`config.mk`:
```
export PLATFORM = sky130hd
export DESIGN_NAME = adc_frame_packer
export DESIGN_NICKNAME = d
export VERILOG_FILES = /design/src/rtl/adc_frame_packer.sv
export SDC_FILE = /design/constraint.sdc
export NUM_CORES = 1
export LEC_CHECK = 0
export BUFFER_PORTS_ARGS = -buffer_cell sky130_fd_sc_hd__buf_4
export CAP_MARGIN = 40
export CORE_MARGIN = 2
export CORE_UTILIZATION = 45
export CTS_CLUSTER_SIZE = 16
export DETAILED_ROUTE_END_ITERATION = 12
export PLACE_DENSITY_LB_ADDON = 0.2
export SLEW_MARGIN = 20
export SYNTH_ARGS = -nofsm -noshare
export SYNTH_HDL_FRONTEND = slang
export SYNTH_SLANG_ARGS = --single-unit
```
`constraint.sdc`:
```
create_clock -name wr_clk -period 2.2 [get_ports wr_clk]
set_input_delay 0 -clock wr_clk [delete_from_list [all_inputs] [get_ports wr_clk]]
set_output_delay 0 -clock wr_clk [all_outputs]
set_load 0.01 [all_outputs]
```
`src/rtl/adc_frame_packer.sv`:
```
// adc_frame_packer: packs 8-bit ADC samples into framed byte packets
// (sync byte, sequence number, FRAME_LEN payload bytes, additive checksum)
// and writes them into the byte side of the downstream FIFO. A payload
// sample that meets a full FIFO aborts the frame and is counted as a drop.
module adc_frame_packer #(
  parameter int unsigned FRAME_LEN = 1024,
  parameter logic [7:0]  SYNC_BYTE = 8'hA5,
  parameter int unsigned CNT_W     = 16
) (
  input  logic             wr_clk,
  input  logic             rst_n,
  input  logic [7:0]       adc_data,
  input  logic             adc_vld,
  input  logic             start,
  input  logic             cont,
  input  logic             clr_ovf,
  input  logic             fifo_full,
  output logic             fifo_wr_en,
  output logic [7:0]       fifo_wr_din,
  output logic             busy,
  output logic             frame_done,
  output logic [7:0]       frame_seq,
  output logic             ovf_sticky,
  output logic [CNT_W-1:0] drop_cnt
);

  // Index of the last payload byte; pay_cnt_r counts bytes already written.
  localparam logic [15:0]      LAST_IDX = 16'(FRAME_LEN - 1);
  localparam logic [CNT_W-1:0] CNT_MAX  = {CNT_W{1'b1}};
  localparam logic [CNT_W-1:0] CNT_ONE  = CNT_W'(1);

  typedef enum logic [2:0] {
    ST_IDLE    = 3'd0,
    ST_HDR0    = 3'd1,
    ST_HDR1    = 3'd2,
    ST_PAYLOAD = 3'd3,
    ST_CSUM    = 3'd4
  } state_t;

  state_t           state_r;
  state_t           state_nxt_s;
  logic [7:0]       frame_seq_r;
  logic [15:0]      pay_cnt_r;
  logic [7:0]       csum_r;
  logic             ovf_sticky_r;
  logic [CNT_W-1:0] drop_cnt_r;

  logic             wr_en_s;
  logic [7:0]       wr_din_s;
  logic             done_s;
  logic             abort_s;
  logic             hdr1_wr_s;
  logic             pay_wr_s;

  // 8-bit modular checksum accumulation step.
  function automatic logic [7:0] csum_add(input logic [7:0] acc, input logic [7:0] data);
    csum_add = acc + data;
  endfunction

  // Next-state and FIFO write-side decode; write side is combinational so
  // payload bytes pass through with zero latency.
  always_comb begin
    state_nxt_s = state_r;
    wr_en_s     = 1'b0;
    wr_din_s    = 8'h00;
    done_s      = 1'b0;
    abort_s     = 1'b0;
    hdr1_wr_s   = 1'b0;
    pay_wr_s    = 1'b0;
    case (state_r)
      ST_IDLE: begin
        if (start || cont) begin
          state_nxt_s = ST_HDR0;
        end else begin
          state_nxt_s = ST_IDLE;
        end
      end
      ST_HDR0: begin
        wr_din_s = SYNC_BYTE;
        wr_en_s  = ~fifo_full;
        if (!fifo_full) begin
          state_nxt_s = ST_HDR1;
        end else begin
          state_nxt_s = ST_HDR0;
        end
      end
      ST_HDR1: begin
        wr_din_s = frame_seq_r;
        wr_en_s  = ~fifo_full;
        if (!fifo_full) begin
          hdr1_wr_s   = 1'b1;
          state_nxt_s = ST_PAYLOAD;
        end else begin
          state_nxt_s = ST_HDR1;
        end
      end
      ST_PAYLOAD: begin
        wr_din_s = adc_data;
        wr_en_s  = adc_vld & ~fifo_full;
        if (adc_vld && fifo_full) begin
          // The source cannot stall: losing a sample kills the frame.
          abort_s     = 1'b1;
          state_nxt_s = ST_IDLE;
        end else if (adc_vld) begin
          pay_wr_s = 1'b1;
          if (pay_cnt_r == LAST_IDX) begin
            state_nxt_s = ST_CSUM;
          end else begin
            state_nxt_s = ST_PAYLOAD;
          end
        end else begin
          state_nxt_s = ST_PAYLOAD;
        end
      end
      ST_CSUM: begin
        wr_din_s = csum_r;
        wr_en_s  = ~fifo_full;
        if (!fifo_full) begin
          done_s = 1'b1;
          if (cont) begin
            state_nxt_s = ST_HDR0;
          end else begin
            state_nxt_s = ST_IDLE;
          end
        end else begin
          state_nxt_s = ST_CSUM;
        end
      end
      default: begin
        state_nxt_s = ST_IDLE;
      end
    endcase
  end

  // State register.
  always_ff @(posedge wr_clk or negedge rst_n) begin
    if (!rst_n) begin
      state_r <= ST_IDLE;
    end else begin
      state_r <= state_nxt_s;
    end
  end

  // Payload byte counter and running checksum, restarted by the header write.
  always_ff @(posedge wr_clk or negedge rst_n) begin
    if (!rst_n) begin
      pay_cnt_r <= 16'd0;
      csum_r    <= 8'h00;
    end else if (hdr1_wr_s) begin
      pay_cnt_r <= 16'd0;
      csum_r    <= 8'h00;
    end else if (pay_wr_s) begin
      pay_cnt_r <= pay_cnt_r + 16'd1;
      csum_r    <= csum_add(csum_r, adc_data);
    end else begin
      pay_cnt_r <= pay_cnt_r;
      csum_r    <= csum_r;
    end
  end

  // Sequence number advances on every completed or aborted frame so the
  // consumer sees a gap after a drop.
  always_ff @(posedge wr_clk or negedge rst_n) begin
    if (!rst_n) begin
      frame_seq_r <= 8'h00;
    end else if (done_s || abort_s) begin
      frame_seq_r <= frame_seq_r + 8'h01;
    end else begin
      frame_seq_r <= frame_seq_r;
    end
  end

  // Sticky overflow flag; a coincident abort beats the clear.
  always_ff @(posedge wr_clk or negedge rst_n) begin
    if (!rst_n) begin
      ovf_sticky_r <= 1'b0;
    end else if (abort_s) begin
      ovf_sticky_r <= 1'b1;
    end else if (clr_ovf) begin
      ovf_sticky_r <= 1'b0;
    end else begin
      ovf_sticky_r <= ovf_sticky_r;
    end
  end

  // Saturating count of aborted frames.
  always_ff @(posedge wr_clk or negedge rst_n) begin
    if (!rst_n) begin
      drop_cnt_r <= '0;
    end else if (abort_s && (drop_cnt_r != CNT_MAX)) begin
      drop_cnt_r <= drop_cnt_r + CNT_ONE;
    end else begin
      drop_cnt_r <= drop_cnt_r;
    end
  end

  assign fifo_wr_en  = wr_en_s;
  assign fifo_wr_din = wr_din_s;
  assign frame_done  = done_s;
  assign busy        = (state_r != ST_IDLE);
  assign frame_seq   = frame_seq_r;
  assign ovf_sticky  = ovf_sticky_r;
  assign drop_cnt    = drop_cnt_r;

endmodule

```
==> metrics.txt <==
Hold Crit Class=input pin to register; Clk pwr share=0.172; Synth area leaders=dfrtp_1 43%, xnor2_1 6.1%, nand3_1 4.3%, nor2_1 4.2%, ha_1 4.1%; slowest CP cell=nor4_1; Worst-path clk slew=0.11 ns; Max clock buf depth=2; RSZ-0062 raised after global routing=false; fin crit share=0.884; Syn-to-layout area delta=19.5%; number of buffers created by CTS=5; PD cells=between 900 and 1000 nW/um^2; final net count=approximately 400; vias per cell=5.47; Final Critical Period=just under 2 ns; Setup violations, final=0; critical path, cell by cell=ha_1 > or4b_1 > nor4_1 > nand2_1 > a32oi_1 > nor2_1; critical path class=register to register; P_sw=roughly 0.0013 W; post-synth top area share=0.429; Max VDD drop=0.368 mV; CTS tree=yes; Post-CTS Resized=0; fin util=0.564; worst slew pin tran=0.656 ns; layout cells sized above 1=0.207; root buf cell=clkbuf_8; normalized max-slew margin=0.563; post-synth cell types=50; cell-internal power=a little over 0.002 W; Setup Skew=0.0107 ns; site row count=29; first-pass GRT wire length=between 10 and 15 mm; most numerous cell in the Yosys netlist=dfrtp_1; max-slew violations=0; worst endpoint required time=around 2.4 ns; critical path's largest stage delay=between 0.4 and 0.5 ns; Mapped Nets=around 350; Worst Setup Start Kind=register; global-route usage over all layers=0.187; Buffers on Ports=50; area of the multi-input gates=1640 um^2; Setup crit end kind=register; Sw Ratio=0.396; Pleak=between 1.5 and 2 nW; Fin. Hold Viols=0; initial DRC count=between 100 and 150; share of total power in sequential cells=0.411; iteration count of the initial detailed-routing pass=4; initial antenna violation count=0; Comb power frac=0.417; DR vias=about 2500; n_diodes=0; fin area=between 3000 and 4000 um^2; placed inst area=3510 um^2; H-Tree Depth=2; Post-synth ARST share=1.00; FILL cells=roughly 600; post-synthesis sequential area ratio=0.429; WL/cell=about 14 um; status=completed; Seq cells post-synth=52; ys flop type=dfrtp_1; io pins=51; Post-Syn Area per Cell=between 9 and 10 um^2; ANT nets after route=0; global route overflow=0; Yosys top cell by area=dfrtp_1; top cells by count, synth=52 x dfrtp_1, 34 x nor2_1, 32 x nand2_1; CP arrival=approximately 2.2 ns; GPL Wtd Cong=0.813; Synth Instances=320; Total Routed Length=about 6.6 mm; Vert. Die Dim=between 80 and 90 um; vias in the first global route=approximately 2400; HPWL after DPL=between 4 and 5 mm; Sequential Area=around 1300 um^2; synthesized area=3030 um^2; Die Footprint=7410 um^2; die width=roughly 86 um; Fin Setup TNS=0 ns; Synthesis Warnings=0; maxcap violations=0; Clk Latency, worst-skew pair=between 0.3 and 0.4 ns; Critical Path Fanout Max=4; number of synthesized flops with an enable pin=0; Sink Count=52; core area=6420 um^2; largest net degree at the start of global routing=53; Fmax achieved=514 MHz; DRC violations left=0; Initial Util=0.472
power groups by stage:
stage	Clock [W]	Combinational [W]	Sequential [W]
after floorplan	0	0.000873	0.00137
final	0.000575	0.00140	0.00138
after detailed placement	0	0.00140	0.00140
after global placement	0	0.00139	0.00139
after CTS	0.000595	0.00141	0.00138
after global routing	0.000628	0.00157	0.00142
through the flow:
stage | cells | total power [W] | hold slack, ns | setup slack, ns
floorplan | 320 | 0.00225 | -0.296 | 0.435
global placement | 444 | 0.00278 | 0.0792 | 0.337
detailed placement | 444 | 0.00279 | 0.0823 | 0.263
CTS | 454 | 0.00338 | 0.0148 | 0.251
global route | 454 | 0.00361 | 0.0472 | 0.0371
finish | 454 | 0.00335 | 0.0189 | 0.255
cell families after synthesis:
group                    after synthesis  share of synthesized area
AO/OA/AOI/OAI                         53                      0.130
multiplexers                           5                     0.0182
adder cells (fa/ha/maj)               11                     0.0479
XOR/XNOR                              35                      0.101
buffers and inverters                 20                     0.0285
flip-flops                            52                      0.429
AND/OR/NAND/NOR                      144                      0.245
worst paths after layout:
| kind | startpoint | end | slack [ns] | cells after the start |
|---|---|---|---|---|
| min in group asynchronous | rst_n | frame_seq[4] | 0.25 | 2 |
| max in group asynchronous | rst_n | pay_cnt_r[11] | 1.51 | 2 |
| hold / removal | adc_data[0] | csum_r[0] | 0.02 | 4 |
| setup / recovery | pay_cnt_r[0] | state_r[1] | 0.25 | 6 |
| hold reg to reg | csum_r[7] | csum_r[7] | 0.49 | 1 |
| setup reg to reg | pay_cnt_r[0] | state_r[1] | 0.25 | 6 |
what timing repair did:
action                    4_1_cts  5_1_grt
hold buffers                    2        0
buffers inserted                0        0
hold endpoints to repair       53        0
cells in the final DEF (no fill, tap or decap), types with 4 or more instances in the layout:
| master | synthesis | final |
|---|---|---|
| buf_4 | 0 | 57 |
| dfrtp_1 | 52 | 52 |
| nor2_1 | 34 | 34 |
| nand2_1 | 32 | 32 |
| nand3_1 | 26 | 26 |
| xnor2_1 | 21 | 21 |
| o21ai_0 | 15 | 15 |
| a21oi_1 | 14 | 14 |
| xor2_1 | 14 | 14 |
| inv_1 | 10 | 10 |
| ha_1 | 10 | 10 |
| nand4_1 | 7 | 7 |
| and3_1 | 7 | 7 |
| or3_1 | 5 | 5 |
| o31ai_1 | 5 | 5 |
| nor3_1 | 5 | 5 |
| clkbuf_8 | 0 | 5 |
| and2_1 | 4 | 4 |
| mux2_2 | 4 | 4 |
| and4_1 | 4 | 4 |
sequential cells by signal, summed over array words and instances (netlist names):
register    flops
frame_seq       8
state_r         3
csum_r          8
pay_cnt_r      16
ovf_sticky      1
drop_cnt       16
cell type report:
class	instances	share of cell area
Multi-Input combinational cell	248	0.454
Sequential cell	52	0.359
Timing Repair Buffer	59	0.124
Tap cell	77	0.0266
Clock buffer	5	0.0190
Inverter	10	0.0104
Clock inverter	3	0.00726
layer usage:
layer  part of all wire  GRT usage  vias to the layer above
met3              0.032     0.0337                        6
met4             0.0087     0.0390                        0
met1               0.49      0.263                     1192
met2               0.47      0.304                       37
li1                   -          -                     1248
met5                  0          0                        -
critical path, delay by kind of cell (launching register included):
family | cells | cell delay [ns]
adders and majority gates | 1 | 0.19
and+or+nand+nor | 4 | 1.06
DFF | 1 | 0.39
AOI/OAI and AO/OA | 1 | 0.20
No activity file was read; power rests on OpenSTA's default activity.
